File: src/rtl/cu_pkg.sv
// cu_pkg: shared types and constants for the multi-cycle control unit.
//   - opcode_e       : non-ALU opcodes of the 16-bit instruction set
//   - cu_state_e     : controller states
//   - instr_class_e  : decoded instruction class used by the FSM
//   - field bit positions within the instruction register
//   - is_alu_op()    : ALU-class test (opcode MSB set)
package cu_pkg;

    localparam int INSTR_WIDTH = 16;

    // Instruction field positions
    localparam int OPC_MSB = 15;
    localparam int OPC_LSB = 11;
    localparam int RD_MSB  = 10;
    localparam int RD_LSB  = 8;
    localparam int RS_MSB  = 7;
    localparam int RS_LSB  = 5;
    localparam int RT_MSB  = 4;
    localparam int RT_LSB  = 2;
    localparam int IMM_MSB = 7;
    localparam int IMM_LSB = 0;

    typedef enum logic [4:0] {
        OP_NOP  = 5'b00000,
        OP_LD   = 5'b00001,
        OP_ST   = 5'b00010,
        OP_JMP  = 5'b00011,
        OP_BZ   = 5'b00100,
        OP_BP   = 5'b00101,
        OP_HALT = 5'b00110
    } opcode_e;

    typedef enum logic [2:0] {
        FETCH     = 3'd0,
        DECODE    = 3'd1,
        EXECUTE   = 3'd2,
        MEM       = 3'd3,
        WRITEBACK = 3'd4,
        HALTED    = 3'd5
    } cu_state_e;

    typedef enum logic [2:0] {
        CLS_NOP  = 3'd0,
        CLS_ALU  = 3'd1,
        CLS_LD   = 3'd2,
        CLS_ST   = 3'd3,
        CLS_JMP  = 3'd4,
        CLS_BZ   = 3'd5,
        CLS_BP   = 3'd6,
        CLS_HALT = 3'd7
    } instr_class_e;

    function automatic logic is_alu_op(input logic [4:0] opcode);
        return opcode[4];
    endfunction

endpackage

File: src/rtl/instr_decoder.sv
// instr_decoder: purely combinational decode of the instruction register.
// Ports:
//   ir          in  16  instruction register
//   rd/rs/rt    out 3   register address fields
//   imm8        out 8   raw immediate field
//   alu_sel     out 4   opcode[4:1] for ALU class, 0 otherwise
//   imm_sel     out 1   ~opcode[0] for ALU class, 0 otherwise
//   instr_class out     class consumed by the FSM
//   illegal     out 1   opcode is undefined (class reported as NOP)
module instr_decoder
    import cu_pkg::*;
(
    input  logic [INSTR_WIDTH-1:0] ir,
    output logic [2:0]             rd_addr,
    output logic [2:0]             rs_addr,
    output logic [2:0]             rt_addr,
    output logic [7:0]             imm8,
    output logic [3:0]             alu_sel,
    output logic                   imm_sel,
    output instr_class_e           instr_class,
    output logic                   illegal
);

    logic [4:0] opcode;

    assign opcode  = ir[OPC_MSB:OPC_LSB];
    assign rd_addr = ir[RD_MSB:RD_LSB];
    assign rs_addr = ir[RS_MSB:RS_LSB];
    assign rt_addr = ir[RT_MSB:RT_LSB];
    assign imm8    = ir[IMM_MSB:IMM_LSB];

    always_comb begin
        alu_sel     = 4'd0;
        imm_sel     = 1'b0;
        illegal     = 1'b0;
        instr_class = CLS_NOP;
        if (is_alu_op(opcode)) begin
            instr_class = CLS_ALU;
            alu_sel     = opcode[4:1];
            // Even ALU opcodes take the immediate as operand B.
            imm_sel     = ~opcode[0];
        end else begin
            case (opcode)
                OP_NOP:  instr_class = CLS_NOP;
                OP_LD:   instr_class = CLS_LD;
                OP_ST:   instr_class = CLS_ST;
                OP_JMP:  instr_class = CLS_JMP;
                OP_BZ:   instr_class = CLS_BZ;
                OP_BP:   instr_class = CLS_BP;
                OP_HALT: instr_class = CLS_HALT;
                // 00111..01111: flagged, then behaves as NOP.
                default: illegal = 1'b1;
            endcase
        end
    end

endmodule

File: src/rtl/multicycle_control_unit.sv
// multicycle_control_unit: FETCH/DECODE/EXECUTE/MEM/WRITEBACK sequencer for
// the 16-bit-instruction core. Holds PC, IR and the sticky illegal flag.
// Ports:
//   clock, reset            single clock, synchronous active-high reset
//   pm_data/pm_valid/pm_req program-memory fetch handshake
//   PC                      current instruction address
//   zero_flag/pos_flag      ALU flags, sampled in EXECUTE
//   mem_ready/mem_req/mem_write/mem_sel  data-memory handshake and mux
//   rf_write, rs/rt/rd_addr register-file controls
//   imm_data/alu_sel/imm_sel ALU operand and operation controls
//   halted, illegal_op      status
//   dbg_state               current FSM state, for observation only
//
// Handshakes: a request (pm_req in FETCH, mem_req in MEM) stays asserted
// every cycle until the matching completion (pm_valid, mem_ready) is seen
// high on a rising edge; completions seen in any other state are ignored.
module multicycle_control_unit
    import cu_pkg::*;
#(
    parameter int                  DATA_WIDTH = 16,
    parameter int                  PC_WIDTH   = 8,
    parameter logic [PC_WIDTH-1:0] RESET_PC   = '0
) (
    input  logic                   clock,
    input  logic                   reset,
    input  logic [INSTR_WIDTH-1:0] pm_data,
    input  logic                   pm_valid,
    output logic                   pm_req,
    output logic [PC_WIDTH-1:0]    PC,
    input  logic                   zero_flag,
    input  logic                   pos_flag,
    input  logic                   mem_ready,
    output logic                   mem_req,
    output logic                   mem_write,
    output logic                   mem_sel,
    output logic                   rf_write,
    output logic [2:0]             rs_addr,
    output logic [2:0]             rt_addr,
    output logic [2:0]             rd_addr,
    output logic [DATA_WIDTH-1:0]  imm_data,
    output logic [3:0]             alu_sel,
    output logic                   imm_sel,
    output logic                   halted,
    output logic                   illegal_op,
    output cu_state_e              dbg_state
);

    cu_state_e                  state_q, state_d;
    logic [PC_WIDTH-1:0]        pc_q, pc_d;
    logic [INSTR_WIDTH-1:0]     ir_q, ir_d;
    logic                       illegal_q, illegal_d;

    logic [7:0]                 dec_imm8;
    instr_class_e               dec_class;
    logic                       dec_illegal;
    logic [PC_WIDTH-1:0]        branch_target;

    instr_decoder u_decoder (
        .ir          (ir_q),
        .rd_addr     (rd_addr),
        .rs_addr     (rs_addr),
        .rt_addr     (rt_addr),
        .imm8        (dec_imm8),
        .alu_sel     (alu_sel),
        .imm_sel     (imm_sel),
        .instr_class (dec_class),
        .illegal     (dec_illegal)
    );

    // imm8 is truncated or zero-extended to the PC width.
    assign branch_target = PC_WIDTH'(dec_imm8);
    assign imm_data      = DATA_WIDTH'(dec_imm8);

    // State register
    always_ff @(posedge clock) begin
        if (reset) begin
            state_q   <= FETCH;
            pc_q      <= RESET_PC;
            ir_q      <= '0;
            illegal_q <= 1'b0;
        end else begin
            state_q   <= state_d;
            pc_q      <= pc_d;
            ir_q      <= ir_d;
            illegal_q <= illegal_d;
        end
    end

    // Next-state, PC and IR update
    always_comb begin
        state_d   = state_q;
        pc_d      = pc_q;
        ir_d      = ir_q;
        illegal_d = illegal_q;
        case (state_q)
            FETCH: begin
                if (pm_valid) begin
                    ir_d    = pm_data;
                    state_d = DECODE;
                end
            end
            DECODE: begin
                // Wraps naturally at 2^PC_WIDTH.
                pc_d    = pc_q + PC_WIDTH'(1);
                state_d = EXECUTE;
                if (dec_illegal) begin
                    illegal_d = 1'b1;
                end
            end
            EXECUTE: begin
                case (dec_class)
                    CLS_ALU:  state_d = WRITEBACK;
                    CLS_LD,
                    CLS_ST:   state_d = MEM;
                    CLS_JMP: begin
                        pc_d    = branch_target;
                        state_d = FETCH;
                    end
                    CLS_BZ: begin
                        if (zero_flag) begin
                            pc_d = branch_target;
                        end
                        state_d = FETCH;
                    end
                    CLS_BP: begin
                        if (pos_flag) begin
                            pc_d = branch_target;
                        end
                        state_d = FETCH;
                    end
                    CLS_HALT: state_d = HALTED;
                    default:  state_d = FETCH;
                endcase
            end
            MEM: begin
                if (mem_ready) begin
                    state_d = (dec_class == CLS_LD) ? WRITEBACK : FETCH;
                end
            end
            WRITEBACK: state_d = FETCH;
            HALTED:    state_d = HALTED;
            default:   state_d = FETCH;
        endcase
    end

    // Moore outputs
    always_comb begin
        pm_req    = (state_q == FETCH);
        mem_req   = (state_q == MEM);
        mem_write = (state_q == MEM) && (dec_class == CLS_ST);
        rf_write  = (state_q == WRITEBACK);
        mem_sel   = (state_q == WRITEBACK) && (dec_class == CLS_LD);
        halted    = (state_q == HALTED);
    end

    assign PC         = pc_q;
    assign illegal_op = illegal_q;
    assign dbg_state  = state_q;

endmodule
File: config.mk
export PLATFORM = sky130hd
export DESIGN_NAME = multicycle_control_unit
export DESIGN_NICKNAME = d
export VERILOG_FILES = /design/src/rtl/cu_pkg.sv /design/src/rtl/instr_decoder.sv /design/src/rtl/multicycle_control_unit.sv
export SDC_FILE = /design/constraint.sdc
export NUM_CORES = 1
export LEC_CHECK = 0
export ABC_AREA = 1
export BUFFER_PORTS_ARGS = -buffer_cell sky130_fd_sc_hd__clkbuf_2
export CORE_MARGIN = 4
export CORE_UTILIZATION = 50
export DETAILED_ROUTE_END_ITERATION = 10
export PLACE_DENSITY = 0.92
export SYNTH_ARGS = -nofsm -noshare
export SYNTH_HDL_FRONTEND = slang
export SYNTH_HIERARCHICAL = 1
export SYNTH_SLANG_ARGS = --single-unit
File: constraint.sdc
create_clock -name clock -period 2.6 [get_ports clock]
set_input_delay 0.13 -clock clock [delete_from_list [all_inputs] [get_ports clock]]
set_output_delay 0.13 -clock clock [all_outputs]
set_load 0.01 [all_outputs]
==> flow_metrics.py <==
metrics = {
    "global_route": {
        "grt_pass1_wl_mm": 6.527,
        "grt_pass1_vias": 1495,
        "antenna_found_initial": 0,
        "grt_start_max_net_pins": 22,
        "grt-ovfl-total": 0,
        "grtUsageTotal_pct": 18.46,
    },
    "timing": {
        "slew_violations": 0,
        "fmax_ghz": 0.4817,
        "final-hold-violation-count": 0,
        "setup_viol": 0,
        "fin_crit_sh_pct": 79.84,
        "rsz0062_at_grt": "false",
        "setup_tns_ps": 0,
        "skew_ps": 7.568,
        "period_minus_slack_ps": 2076,
    },
    "route": {
        "vias": 1687,
        "routed_wl_mm": 3.957,
        "wl_per_cell_um": 11.57,
        "drt_iter0_drc": 88,
        "first_pass_iters": 4,
        "drtAntennaViolNets": 0,
        "drc_errors": 0,
        "vias_per_cell": 4.933,
    },
    "placed_design": {
        "portBuffers": 61,
        "hpwl_mm": 3.084,
        "globalplace.congestion": 0.8636,
    },
    "setup_path": {
        "criticalPathCategory": "register to primary output",
        "endpoint_kind": "primary output",
        "crit_required_ps": 2470,
        "start_kind": "register",
        "crit_path_max_fanout": 4,
        "arrival_ps": 1950,
    },
    "status": {
        "outcome": "finished, final reports clean",
    },
    "run": {
        "cap_violations": 0,
    },
    "floorplanning": {
        "rows": 21,
        "io_pins": 70,
        "core_um2": 3337,
        "die_x_um": 66.77,
        "die_h_um": 66.77,
        "dieArea_um2": 4458,
        "start_util_pct": 51.74,
    },
    "synth": {
        "avgSynthCellArea_um2": 6.692,
        "ys_types": 30,
        "synth-compound-area-share_pct": 11.74,
        "synth_xor_xnor_area_share_pct": 0.5072,
        "synth-seq-cells": 28,
        "yosys_warnings": 6,
        "muxShareOfSynthArea_pct": 0,
        "synth_area_um2": 1727,
        "yosys.area_share.simple_pct": 34.71,
        "synth_top_family_by_area": "simple AND/OR/NAND/NOR gates",
        "synthAdderAreaFrac_pct": 0.7246,
        "synth-seq-area-share_pct": 32.46,
        "syn_inst": 258,
    },
    "clock_network": {
        "cts.clk_slew.worst_paths_ps": 160,
        "clk_latency_ps": 330,
        "post_cts_resized": 0,
        "cts_sinks": 28,
        "htree_levels": 1,
        "clk_path_buf_depth": 2,
        "postCtsSetupBuffers": 0,
        "ctsHoldBuffers": 0,
        "root_buffer": "clkbuf_4",
        "cts_tree": "done",
        "cts_buffers": 3,
    },
    "final_layout": {
        "synthToLayoutAreaGrowth_pct": 11.38,
        "fin_nets": 320,
        "fill_cells": 357,
        "layout_common_cells": "clkbuf_2 (61), nand2_1 (55), nand3_1 (30)",
        "drive_above_1_share_pct": 27.36,
        "final_common_cell": "clkbuf_2",
        "diodes": 0,
    },
    "hold_path": {
        "hold_path.class": "input port to register",
    },
    "power_and_ir_drop": {
        "p_per_area_nw_per_um2": 644.9,
        "p_total_mw": 1.240,
        "irDropWorstVdd_v": 0.0002885,
        "leakage_nw": 0.9747,
    },
}
==> worst max-delay path: stages (launching register included) <==
cell,delay (ps)
dfxtp_1,400
inv_1,50
nor2_1,150
nand3_1,130
o211ai_1,190
nand2_1,160
nor4_1,340
clkbuf_2,200
==> kinds of logic (layout without fill, tap and decap cells) <==
logic type	count (synthesis)	count (layout)
buf+inv	59	90
simple gates	129	129
xor+xnor	1	1
flops	28	28
compound gates	39	39
fa+ha+maj	1	1
other cells	1	8
==> flip-flops by register name, summed over array words and instances, names as in the netlist <==
register / flops
dbg_state: 3
ir_q: 16
PC: 8
illegal_op: 1
==> metal layers <==
metal	share of wire, %	vias to the layer above	track usage [%]
li1	-	874	-
met1	44	763	24.05
met2	48	46	30.20
met3	6.1	4	2.698
met4	1.2	0	7.614
met5	0	-	0
==> synthesized netlist by cell type (all sizes together) <==
library cell	n	area (um^2)
nand2	59	236.5
nand3	34	197.7
buf	31	234.0
dfxtp	28	560.5
nor2	28	112.6
inv	25	93.84
a21oi	22	110.1
o21ai	14	70.07
clkbuf	3	11.26
nand3b	3	22.52
and3	1	6.260
conb	1	3.750
ha	1	12.51
nand4	1	6.260
nor3	1	5.000
nor4	1	6.260
o211ai	1	7.510
o21bai	1	7.510
o31ai	1	7.510
or2	1	6.260
xor2	1	8.760
==> where the power goes <==
part | leakage (nW) | switching (mW) | internal, mW | total, mW
registers | 0.229 | 0.0653 | 0.482 | 0.548
clock network | 0.0279 | 0.131 | 0.156 | 0.287
logic | 0.717 | 0.259 | 0.146 | 0.406
==> path summary, 6_finish.rpt <==
kind | startpoint | endpoint | slack (ps) | cells after the start
setup reg to reg | ir_q[15] | PC[6] | 780 | 13
setup / recovery | ir_q[13] | mem_write | 520 | 7
hold / removal | pm_data[3] | ir_q[3] | 30 | 3
hold reg to reg | ir_q[9] | ir_q[9] | 470 | 2
==> cell type report <==
cell class                 count  area [um^2]  share of cell area [%]
clock inverter                 1        30.03                   1.561
inverter                      25        93.84                   4.880
sequential                    28        560.5                   29.15
tap                           46        57.56                   2.993
clock buffer                   3        22.52                   1.171
timing repair buffer          61        305.3                   15.88
multi-input combinational    178        853.3                   44.37
==> stage by stage <==
stage	utilization [%]	cell area, um^2	worst slack (ps)	cells	hold slack, ps
floorplan	-	1753	1044	265	294.6
global placement	56.06	1871	917.6	338	388.1
CTS	57.63	1923	556.7	342	21.73
detailed placement	56.06	1871	812.0	338	390.4
global route	57.63	1923	349.6	342	8.599
finish	57.63	1923	524.1	342	28.34
Power figures use the tool's default switching activity.
